### config.mk
export PLATFORM = sky130hd
export DESIGN_NAME = lsu_ctrl_flat
export DESIGN_NICKNAME = d
export VERILOG_FILES = /design/src/rtl/lsu_pkg.sv /design/src/rtl/lsu_ctrl_if.sv /design/src/rtl/lsu_align.sv /design/src/rtl/lsu_ctrl.sv /design/src/flat_wrapper.sv
export SDC_FILE = /design/constraint.sdc
export NUM_CORES = 1
export LEC_CHECK = 0
export BUFFER_PORTS_ARGS = -buffer_cell sky130_fd_sc_hd__buf_4
export CAP_MARGIN = 40
export CORE_MARGIN = 2
export CORE_UTILIZATION = 46
export CTS_CLUSTER_SIZE = 28
export DETAILED_ROUTE_END_ITERATION = 7
export GPL_TIMING_DRIVEN = 0
export PLACE_DENSITY = 0.79
export SYNTH_ARGS = -nofsm -noshare
export SYNTH_HDL_FRONTEND = slang
export SYNTH_SLANG_ARGS = --single-unit
### constraint.sdc
create_clock -name clk -period 2.6 [get_ports clk]
set_input_delay 0.65 -clock clk [delete_from_list [all_inputs] [get_ports clk]]
set_output_delay 0.65 -clock clk [all_outputs]
set_load 0.005 [all_outputs]
### src/rtl/lsu_pkg.sv
// Shared definitions for the load/store unit: width codes, FSM states and helpers.
// Build option: define LSU_MISALIGN_TRAP_EN to reject misaligned H/HU/W accesses.
package lsu_pkg;

  localparam int BE_W = 4;

  localparam logic [2:0] F3_B  = 3'b000;
  localparam logic [2:0] F3_H  = 3'b001;
  localparam logic [2:0] F3_W  = 3'b010;
  localparam logic [2:0] F3_BU = 3'b100;
  localparam logic [2:0] F3_HU = 3'b101;

`ifdef LSU_MISALIGN_TRAP_EN
  localparam bit MISALIGN_TRAP = 1'b1;
`else
  localparam bit MISALIGN_TRAP = 1'b0;
`endif

  typedef enum logic [1:0] {
    S_IDLE,
    S_REQ,
    S_WAIT,
    S_RESP
  } state_t;

  // Byte offset actually used for lane selection; misaligned low bits collapse to 0.
  function automatic logic [1:0] eff_offset(input logic [2:0] func3, input logic [1:0] addr_lo);
    logic [1:0] off;
    case (func3)
      F3_B, F3_BU: off = addr_lo;
      F3_H, F3_HU: off = {addr_lo[1], 1'b0};
      default:     off = 2'b00;
    endcase
    return off;
  endfunction

  function automatic logic req_legal(input logic we, input logic [2:0] func3,
                                     input logic [1:0] addr_lo);
    logic legal;
    logic misaligned;
    case (func3)
      F3_B, F3_H, F3_W: legal = 1'b1;
      F3_BU, F3_HU:     legal = !we;
      default:          legal = 1'b0;
    endcase
    case (func3)
      F3_H, F3_HU: misaligned = addr_lo[0];
      F3_W:        misaligned = (addr_lo != 2'b00);
      default:     misaligned = 1'b0;
    endcase
    if (MISALIGN_TRAP && misaligned) legal = 1'b0;
    return legal;
  endfunction

endpackage

### src/rtl/lsu_ctrl_if.sv
// Request/response and memory-side bus of the load/store unit.
// slave = the LSU's view; master = the surrounding pipeline and memory.
interface lsu_ctrl_if #(
    parameter int ADDR_W = 32
);
  logic              req_valid;
  logic              req_ready;
  logic              req_we;
  logic [2:0]        req_func3;
  logic [ADDR_W-1:0] req_addr;
  logic [31:0]       req_wdata;
  logic [4:0]        req_rd;

  logic              resp_valid;
  logic              resp_ready;
  logic [31:0]       resp_rdata;
  logic [4:0]        resp_rd;
  logic              resp_err;
  logic              busy;

  logic              mem_req;
  logic              mem_gnt;
  logic              mem_we;
  logic [ADDR_W-1:0] mem_addr;
  logic [3:0]        mem_be;
  logic [31:0]       mem_wdata;
  logic              mem_rvalid;
  logic [31:0]       mem_rdata;

  modport slave (
    input  req_valid, req_we, req_func3, req_addr, req_wdata, req_rd,
    input  resp_ready, mem_gnt, mem_rvalid, mem_rdata,
    output req_ready, resp_valid, resp_rdata, resp_rd, resp_err, busy,
    output mem_req, mem_we, mem_addr, mem_be, mem_wdata
  );

  modport master (
    output req_valid, req_we, req_func3, req_addr, req_wdata, req_rd,
    output resp_ready, mem_gnt, mem_rvalid, mem_rdata,
    input  req_ready, resp_valid, resp_rdata, resp_rd, resp_err, busy,
    input  mem_req, mem_we, mem_addr, mem_be, mem_wdata
  );
endinterface

### src/rtl/lsu_align.sv
// Combinational lane steering: store byte enables / data replication and
// load data extraction with sign or zero extension.
module lsu_align
  import lsu_pkg::*;
(
    input  logic [2:0]      st_func3,
    input  logic [1:0]      st_addr_lo,
    input  logic [31:0]     st_wdata,
    output logic [BE_W-1:0] st_be,
    output logic [31:0]     st_wdata_rep,
    input  logic [2:0]      ld_func3,
    input  logic [1:0]      ld_addr_lo,
    input  logic [31:0]     ld_rdata,
    output logic [31:0]     ld_data
);

  logic [1:0]  st_off;
  logic [1:0]  ld_off;
  logic [31:0] ld_shifted;

  // NOTE: every output gets a default first so no path leaves a latch behind.
  always_comb begin
    st_off       = eff_offset(st_func3, st_addr_lo);
    st_be        = 4'b1111;
    st_wdata_rep = st_wdata;
    case (st_func3[1:0])
      2'b00: begin
        st_be        = 4'b0001 << st_off;
        st_wdata_rep = {4{st_wdata[7:0]}};
      end
      2'b01: begin
        st_be        = 4'b0011 << st_off;
        st_wdata_rep = {2{st_wdata[15:0]}};
      end
      default: ;
    endcase
  end

  always_comb begin
    ld_off     = eff_offset(ld_func3, ld_addr_lo);
    ld_shifted = ld_rdata >> {ld_off, 3'b000};
    case (ld_func3)
      F3_B:    ld_data = {{24{ld_shifted[7]}}, ld_shifted[7:0]};
      F3_BU:   ld_data = {24'h0, ld_shifted[7:0]};
      F3_H:    ld_data = {{16{ld_shifted[15]}}, ld_shifted[15:0]};
      F3_HU:   ld_data = {16'h0, ld_shifted[15:0]};
      default: ld_data = ld_shifted;
    endcase
  end

endmodule

### src/rtl/lsu_ctrl.sv
// Load/store unit controller: accepts one request, runs a single memory
// transaction and holds the completion until writeback takes it.
module lsu_ctrl
  import lsu_pkg::*;
#(
    parameter int ADDR_W = 32
) (
    input logic       clk,
    input logic       rst,
    lsu_ctrl_if.slave bus
);

  state_t          state;
  state_t          next_state;
  logic            accept;
  logic            legal;
  logic [2:0]      func3_q;
  logic [1:0]      addr_lo_q;
  logic [BE_W-1:0] be_d;
  logic [31:0]     wdata_d;
  logic [31:0]     ld_data;

  assign accept = bus.req_valid && bus.req_ready;
  assign legal  = req_legal(bus.req_we, bus.req_func3, bus.req_addr[1:0]);

  lsu_align u_align (
    .st_func3     (bus.req_func3),
    .st_addr_lo   (bus.req_addr[1:0]),
    .st_wdata     (bus.req_wdata),
    .st_be        (be_d),
    .st_wdata_rep (wdata_d),
    .ld_func3     (func3_q),
    .ld_addr_lo   (addr_lo_q),
    .ld_rdata     (bus.mem_rdata),
    .ld_data      (ld_data)
  );

  // NOTE: sequential state uses non-blocking assignments so all registers update together.
  always_ff @(posedge clk) begin
    if (rst) state <= S_IDLE;
    else     state <= next_state;
  end

  always_comb begin
    next_state     = state;
    bus.mem_req    = (state == S_REQ);
    bus.resp_valid = (state == S_RESP);
    bus.busy       = (state != S_IDLE);
    case (state)
      S_IDLE: if (accept)         next_state = legal ? S_REQ : S_RESP;
      S_REQ:  if (bus.mem_gnt)    next_state = bus.mem_we ? S_RESP : S_WAIT;
      S_WAIT: if (bus.mem_rvalid) next_state = S_RESP;
      S_RESP: if (bus.resp_ready) next_state = S_IDLE;
      default:                    next_state = S_IDLE;
    endcase
  end

  // Memory-side fields are captured only for legal requests, so a rejected
  // access never disturbs the bus and mem_* stay stable through REQ.
  always_ff @(posedge clk) begin
    if (rst) begin
      bus.req_ready  <= 1'b0;
      bus.mem_we     <= 1'b0;
      bus.mem_addr   <= '0;
      bus.mem_be     <= '0;
      bus.mem_wdata  <= '0;
      bus.resp_rdata <= '0;
      bus.resp_rd    <= '0;
      bus.resp_err   <= 1'b0;
      func3_q        <= '0;
      addr_lo_q      <= '0;
    end else begin
      bus.req_ready <= (next_state == S_IDLE);
      if (accept) begin
        func3_q        <= bus.req_func3;
        addr_lo_q      <= bus.req_addr[1:0];
        bus.resp_rd    <= bus.req_rd;
        bus.resp_err   <= !legal;
        bus.resp_rdata <= '0;
        if (legal) begin
          bus.mem_we    <= bus.req_we;
          bus.mem_addr  <= {bus.req_addr[ADDR_W-1:2], 2'b00};
          bus.mem_be    <= be_d;
          bus.mem_wdata <= wdata_d;
        end
      end
      if (state == S_WAIT && bus.mem_rvalid) bus.resp_rdata <= ld_data;
    end
  end

endmodule

### src/flat_wrapper.sv
// flat-port wrapper written by rule: the top's interface ports become plain ports
module lsu_ctrl_flat import lsu_pkg::*;
#(
    parameter int ADDR_W = 32
)
  (clk, rst, bus_req_valid, bus_req_we, bus_req_func3, bus_req_addr, bus_req_wdata, bus_req_rd, bus_resp_ready, bus_mem_gnt, bus_mem_rvalid, bus_mem_rdata, bus_req_ready, bus_resp_valid, bus_resp_rdata, bus_resp_rd, bus_resp_err, bus_busy, bus_mem_req, bus_mem_we, bus_mem_addr, bus_mem_be, bus_mem_wdata);
  lsu_ctrl_if #(.ADDR_W(ADDR_W)) bus_i ();
  input logic clk;
  input logic rst;
  input wire logic [$bits(bus_i.req_valid)-1:0] bus_req_valid;
  input wire logic [$bits(bus_i.req_we)-1:0] bus_req_we;
  input wire logic [$bits(bus_i.req_func3)-1:0] bus_req_func3;
  input wire logic [$bits(bus_i.req_addr)-1:0] bus_req_addr;
  input wire logic [$bits(bus_i.req_wdata)-1:0] bus_req_wdata;
  input wire logic [$bits(bus_i.req_rd)-1:0] bus_req_rd;
  input wire logic [$bits(bus_i.resp_ready)-1:0] bus_resp_ready;
  input wire logic [$bits(bus_i.mem_gnt)-1:0] bus_mem_gnt;
  input wire logic [$bits(bus_i.mem_rvalid)-1:0] bus_mem_rvalid;
  input wire logic [$bits(bus_i.mem_rdata)-1:0] bus_mem_rdata;
  output wire logic [$bits(bus_i.req_ready)-1:0] bus_req_ready;
  output wire logic [$bits(bus_i.resp_valid)-1:0] bus_resp_valid;
  output wire logic [$bits(bus_i.resp_rdata)-1:0] bus_resp_rdata;
  output wire logic [$bits(bus_i.resp_rd)-1:0] bus_resp_rd;
  output wire logic [$bits(bus_i.resp_err)-1:0] bus_resp_err;
  output wire logic [$bits(bus_i.busy)-1:0] bus_busy;
  output wire logic [$bits(bus_i.mem_req)-1:0] bus_mem_req;
  output wire logic [$bits(bus_i.mem_we)-1:0] bus_mem_we;
  output wire logic [$bits(bus_i.mem_addr)-1:0] bus_mem_addr;
  output wire logic [$bits(bus_i.mem_be)-1:0] bus_mem_be;
  output wire logic [$bits(bus_i.mem_wdata)-1:0] bus_mem_wdata;
  assign bus_i.req_valid = bus_req_valid;
  assign bus_i.req_we = bus_req_we;
  assign bus_i.req_func3 = bus_req_func3;
  assign bus_i.req_addr = bus_req_addr;
  assign bus_i.req_wdata = bus_req_wdata;
  assign bus_i.req_rd = bus_req_rd;
  assign bus_i.resp_ready = bus_resp_ready;
  assign bus_i.mem_gnt = bus_mem_gnt;
  assign bus_i.mem_rvalid = bus_mem_rvalid;
  assign bus_i.mem_rdata = bus_mem_rdata;
  assign bus_req_ready = bus_i.req_ready;
  assign bus_resp_valid = bus_i.resp_valid;
  assign bus_resp_rdata = bus_i.resp_rdata;
  assign bus_resp_rd = bus_i.resp_rd;
  assign bus_resp_err = bus_i.resp_err;
  assign bus_busy = bus_i.busy;
  assign bus_mem_req = bus_i.mem_req;
  assign bus_mem_we = bus_i.mem_we;
  assign bus_mem_addr = bus_i.mem_addr;
  assign bus_mem_be = bus_i.mem_be;
  assign bus_mem_wdata = bus_i.mem_wdata;
  lsu_ctrl #(.ADDR_W(ADDR_W)) u_core (.clk(clk), .rst(rst), .bus(bus_i));
endmodule
==> flow_metrics.env <==
export IMPL_route_detailed_drc=0
export IMPL_crit_fanout=10
export IMPL_grt_pass1_vias=4956
export IMPL_grtUsageTotal_pct=28.1
export IMPL_p_leak_nw=3.06
export IMPL_rsz0062_at_grt="no"
export IMPL_seq_power_share_pct=38.3
export IMPL_power_frac_comb_pct=19.4
export IMPL_synth_cells_most_frequent="143 x nand2_1, 113 x dfxtp_1, 68 x a21oi_1"
export IMPL_wl_mm=15.6
export IMPL_nNetsFinal=909
export IMPL_synth_area_um2=4690
export IMPL_fin_skew_ps=9.69
export IMPL_grt_pass1_wl_mm=24.5
export IMPL_crit_path_end_kind="flop"
export IMPL_synth_area_leader_cell="dfxtp_1"
export IMPL_fin_crit_ps=2130
export IMPL_met2_usage_pct=46.9
export IMPL_cp_startpoint="bus_req_func3[2]"
export IMPL_timing_rr_start="u_core.addr_lo_q[0]"
export IMPL_crit_arrival_ps=2560
export IMPL_avgRoutedWirePerCell_um=16.5
export IMPL_fin_crit_sh_pct=81.9
export IMPL_final_max_slew_violation_count=0
export IMPL_synth_top_family_by_area="compound AO/OA/AOI/OAI gates"
export IMPL_ir_drop_mv=0.429
export IMPL_fmax_ghz=0.470
export IMPL_fill_cells=780
export IMPL_synthFlopType="dfxtp_1"
export IMPL_cts_root_buf="clkbuf_8"
export IMPL_core_area_um2=9820
export IMPL_utilization_pct=71.9
export IMPL_use_met3_pct=9.92
export IMPL_drtIter0Drc=296
export IMPL_port_buffers=219
export IMPL_async_flop_share_pct=0
export IMPL_synthAdderAreaFrac_pct=0
export IMPL_drive_above_1_share_pct=32.3
export IMPL_syn_avg_cell_area_um2=8.39
export IMPL_drtPass1Iterations=5
export IMPL_outcome="complete, no violations"
export IMPL_yosysUniqueCellTypes=39
export IMPL_seq_area_frac_synth_pct=48.3
export IMPL_cts_sinks=113
export IMPL_detail_route_antenna_nets=0
export IMPL_synth_area_leaders="dfxtp_1 48%, nand2_1 11%, a21oi_1 7.3%"
export IMPL_clock_path_buffers=2
export IMPL_worstSkewPairLatency_ps=510
export IMPL_die_w_um=105
export IMPL_pwr_share_clk_pct=42.2
export IMPL_start_util_pct=47.7
export IMPL_ys_ff_latch=113
export IMPL_synth_xor_area_share_pct=0
export IMPL_hold_slack_ps=387
export IMPL_clkSlewWorstSetupHoldPaths_ps=60
export IMPL_place_congestion=0.935
export IMPL_max_slew_margin_pct=45.3
export IMPL_synthCells=559
export IMPL_ys_warn_count=0
export IMPL_synthSimpleGateAreaFrac_pct=19.2
export IMPL_crit_required_ps=3030
export IMPL_htree_levels=4
export IMPL_grt_max_degree=17
export IMPL_die_area_um2=11000
export IMPL_dieHeight_um=105
export IMPL_hold_violations=0
export IMPL_p_switching_mw=1.39
export IMPL_antenna_cells=0
export IMPL_rows=36
export IMPL_syn_to_final_growth_pct=50.5
export IMPL_met1_usage_pct=32.4
export IMPL_numCtsBuffers=17
export IMPL_synth_enable_flop_cells=0
export IMPL_cts_setup_buffers=0
export IMPL_via_count=5012
export IMPL_internal_power_mw=3.74
export IMPL_ctsHoldBuffers=0
export IMPL_synthMuxAreaShare_pct=7.66
export IMPL_grt_overflow_total=0
export IMPL_swShare_pct=27.1
export IMPL_powerDensity_nw_per_um2=728
export IMPL_antenna_found_initial=0
export IMPL_setup_viol=0
export IMPL_viasPerCell=5.31
export IMPL_drv_cap=0
export IMPL_min_from="bus_req_addr[22]"
export IMPL_hpwl_mm=12.0
export IMPL_hold_path_class="primary input to flop"
export IMPL_synth_top_area_share_pct=48.3
export IMPL_startpoint_type="primary input"
export IMPL_cts_resized=0
export IMPL_tightest_slew_ps=817
export IMPL_cts_tree="built"
export IMPL_synth_compound_area_share_pct=20.4
export IMPL_grt_busiest_layer="met2"
export IMPL_io_pins=222
export IMPL_critPathKind="primary input to flop"
export IMPL_yosysMostFrequentCell="nand2_1"
[layout make-up]
cell class / count / area [um2] / share of cell area [%]
buffer: 46 / 190 / 2.70
clock inverter: 11 / 114 / 1.61
multi-input combinational: 397 / 2220 / 31.5
inverter: 4 / 15.0 / 0.213
sequential: 113 / 2260 / 32.1
clock buffer: 21 / 439 / 6.22
timing repair buffer: 219 / 1640 / 23.3
tap: 133 / 166 / 2.36
[logic make-up after synthesis]
group                  Yosys count
AND/OR/NAND/NOR                215
AO/OA/AOI/OAI                  155
flip-flops                     113
buffers and inverters           50
multiplexers                    25
other                            1
[worst paths after layout]
path,endpoint,slack (ps),depth (start not counted)
min,u_core.bus.mem_addr[22],390,3
max reg2reg,u_core.bus.resp_rdata[29],550,6
min reg2reg,u_core.bus.resp_rdata[30],450,2
max,u_core.bus.mem_addr[28],470,8
[registers in the layout, summed over array words and instances, names as in the netlist]
| name | flops |
|---|---|
| u_core.bus.resp_rd | 5 |
| u_core.bus.req_ready | 1 |
| u_core.addr_lo_q | 2 |
| u_core.bus.resp_rdata | 32 |
| u_core.state | 2 |
| u_core.bus.mem_addr | 30 |
| u_core.bus.mem_be | 4 |
| u_core.bus.mem_wdata | 32 |
| u_core.func3_q | 3 |
| u_core.bus.resp_err | 1 |
| u_core.bus.mem_we | 1 |
[power by group through the flow]
stage / Sequential, mW / Clock, mW / Combinational (mW)
final: 1.97 / 2.17 / 0.998
after global placement: 1.99 / 0 / 0.963
after detailed placement: 2.00 / 0 / 0.992
after global routing: 1.99 / 2.26 / 1.09
after CTS: 1.97 / 2.17 / 0.997
after floorplan: 2.00 / 0 / 0.466
[layout by cell type (no fill, tap or decap), types with 10 or more instances in the layout]
master / netlist / routed
buf_4: 2 / 221
nand2_1: 143 / 143
dfxtp_1: 113 / 113
a21oi_1: 68 / 68
clkbuf_1: 34 / 37
o21ai_0: 36 / 36
nor2_1: 30 / 30
nor2b_1: 21 / 21
mux2i_1: 16 / 16
clkbuf_16: 0 / 16
a211oi_1: 10 / 10
a311oi_1: 10 / 10
a22o_1: 10 / 10
[per-layer routing]
layer | part of all wire (%) | vias to the layer above
met5 | 0 | -
met4 | 3.0 | 0
met3 | 10 | 37
met2 | 47 | 243
met1 | 40 | 2323
li1 | - | 2409
[critical path, cell delays in order]
cell and delay (ps):
buf_4 120, a21oi_1 170, nor2_1 100, nor2_1 340, clkbuf_1 460, buf_1 430
nand2_1 150, a21oi_1 140
[through the flow]
step	instances	instance area (um2)	setup WS (ps)	total power, mW	setup TNS, ps
2_1_floorplan	560	4690	635	2.47	0
3_3_place_gp	912	6500	52.9	2.96	0
3_5_place_dp	912	6500	-42.7	2.99	-98.7
4_1_cts	944	7060	456	5.14	0
5_1_grt	944	7060	288	5.34	0
6_report	944	7060	470	5.13	0
Power figures use the tool's default switching activity.
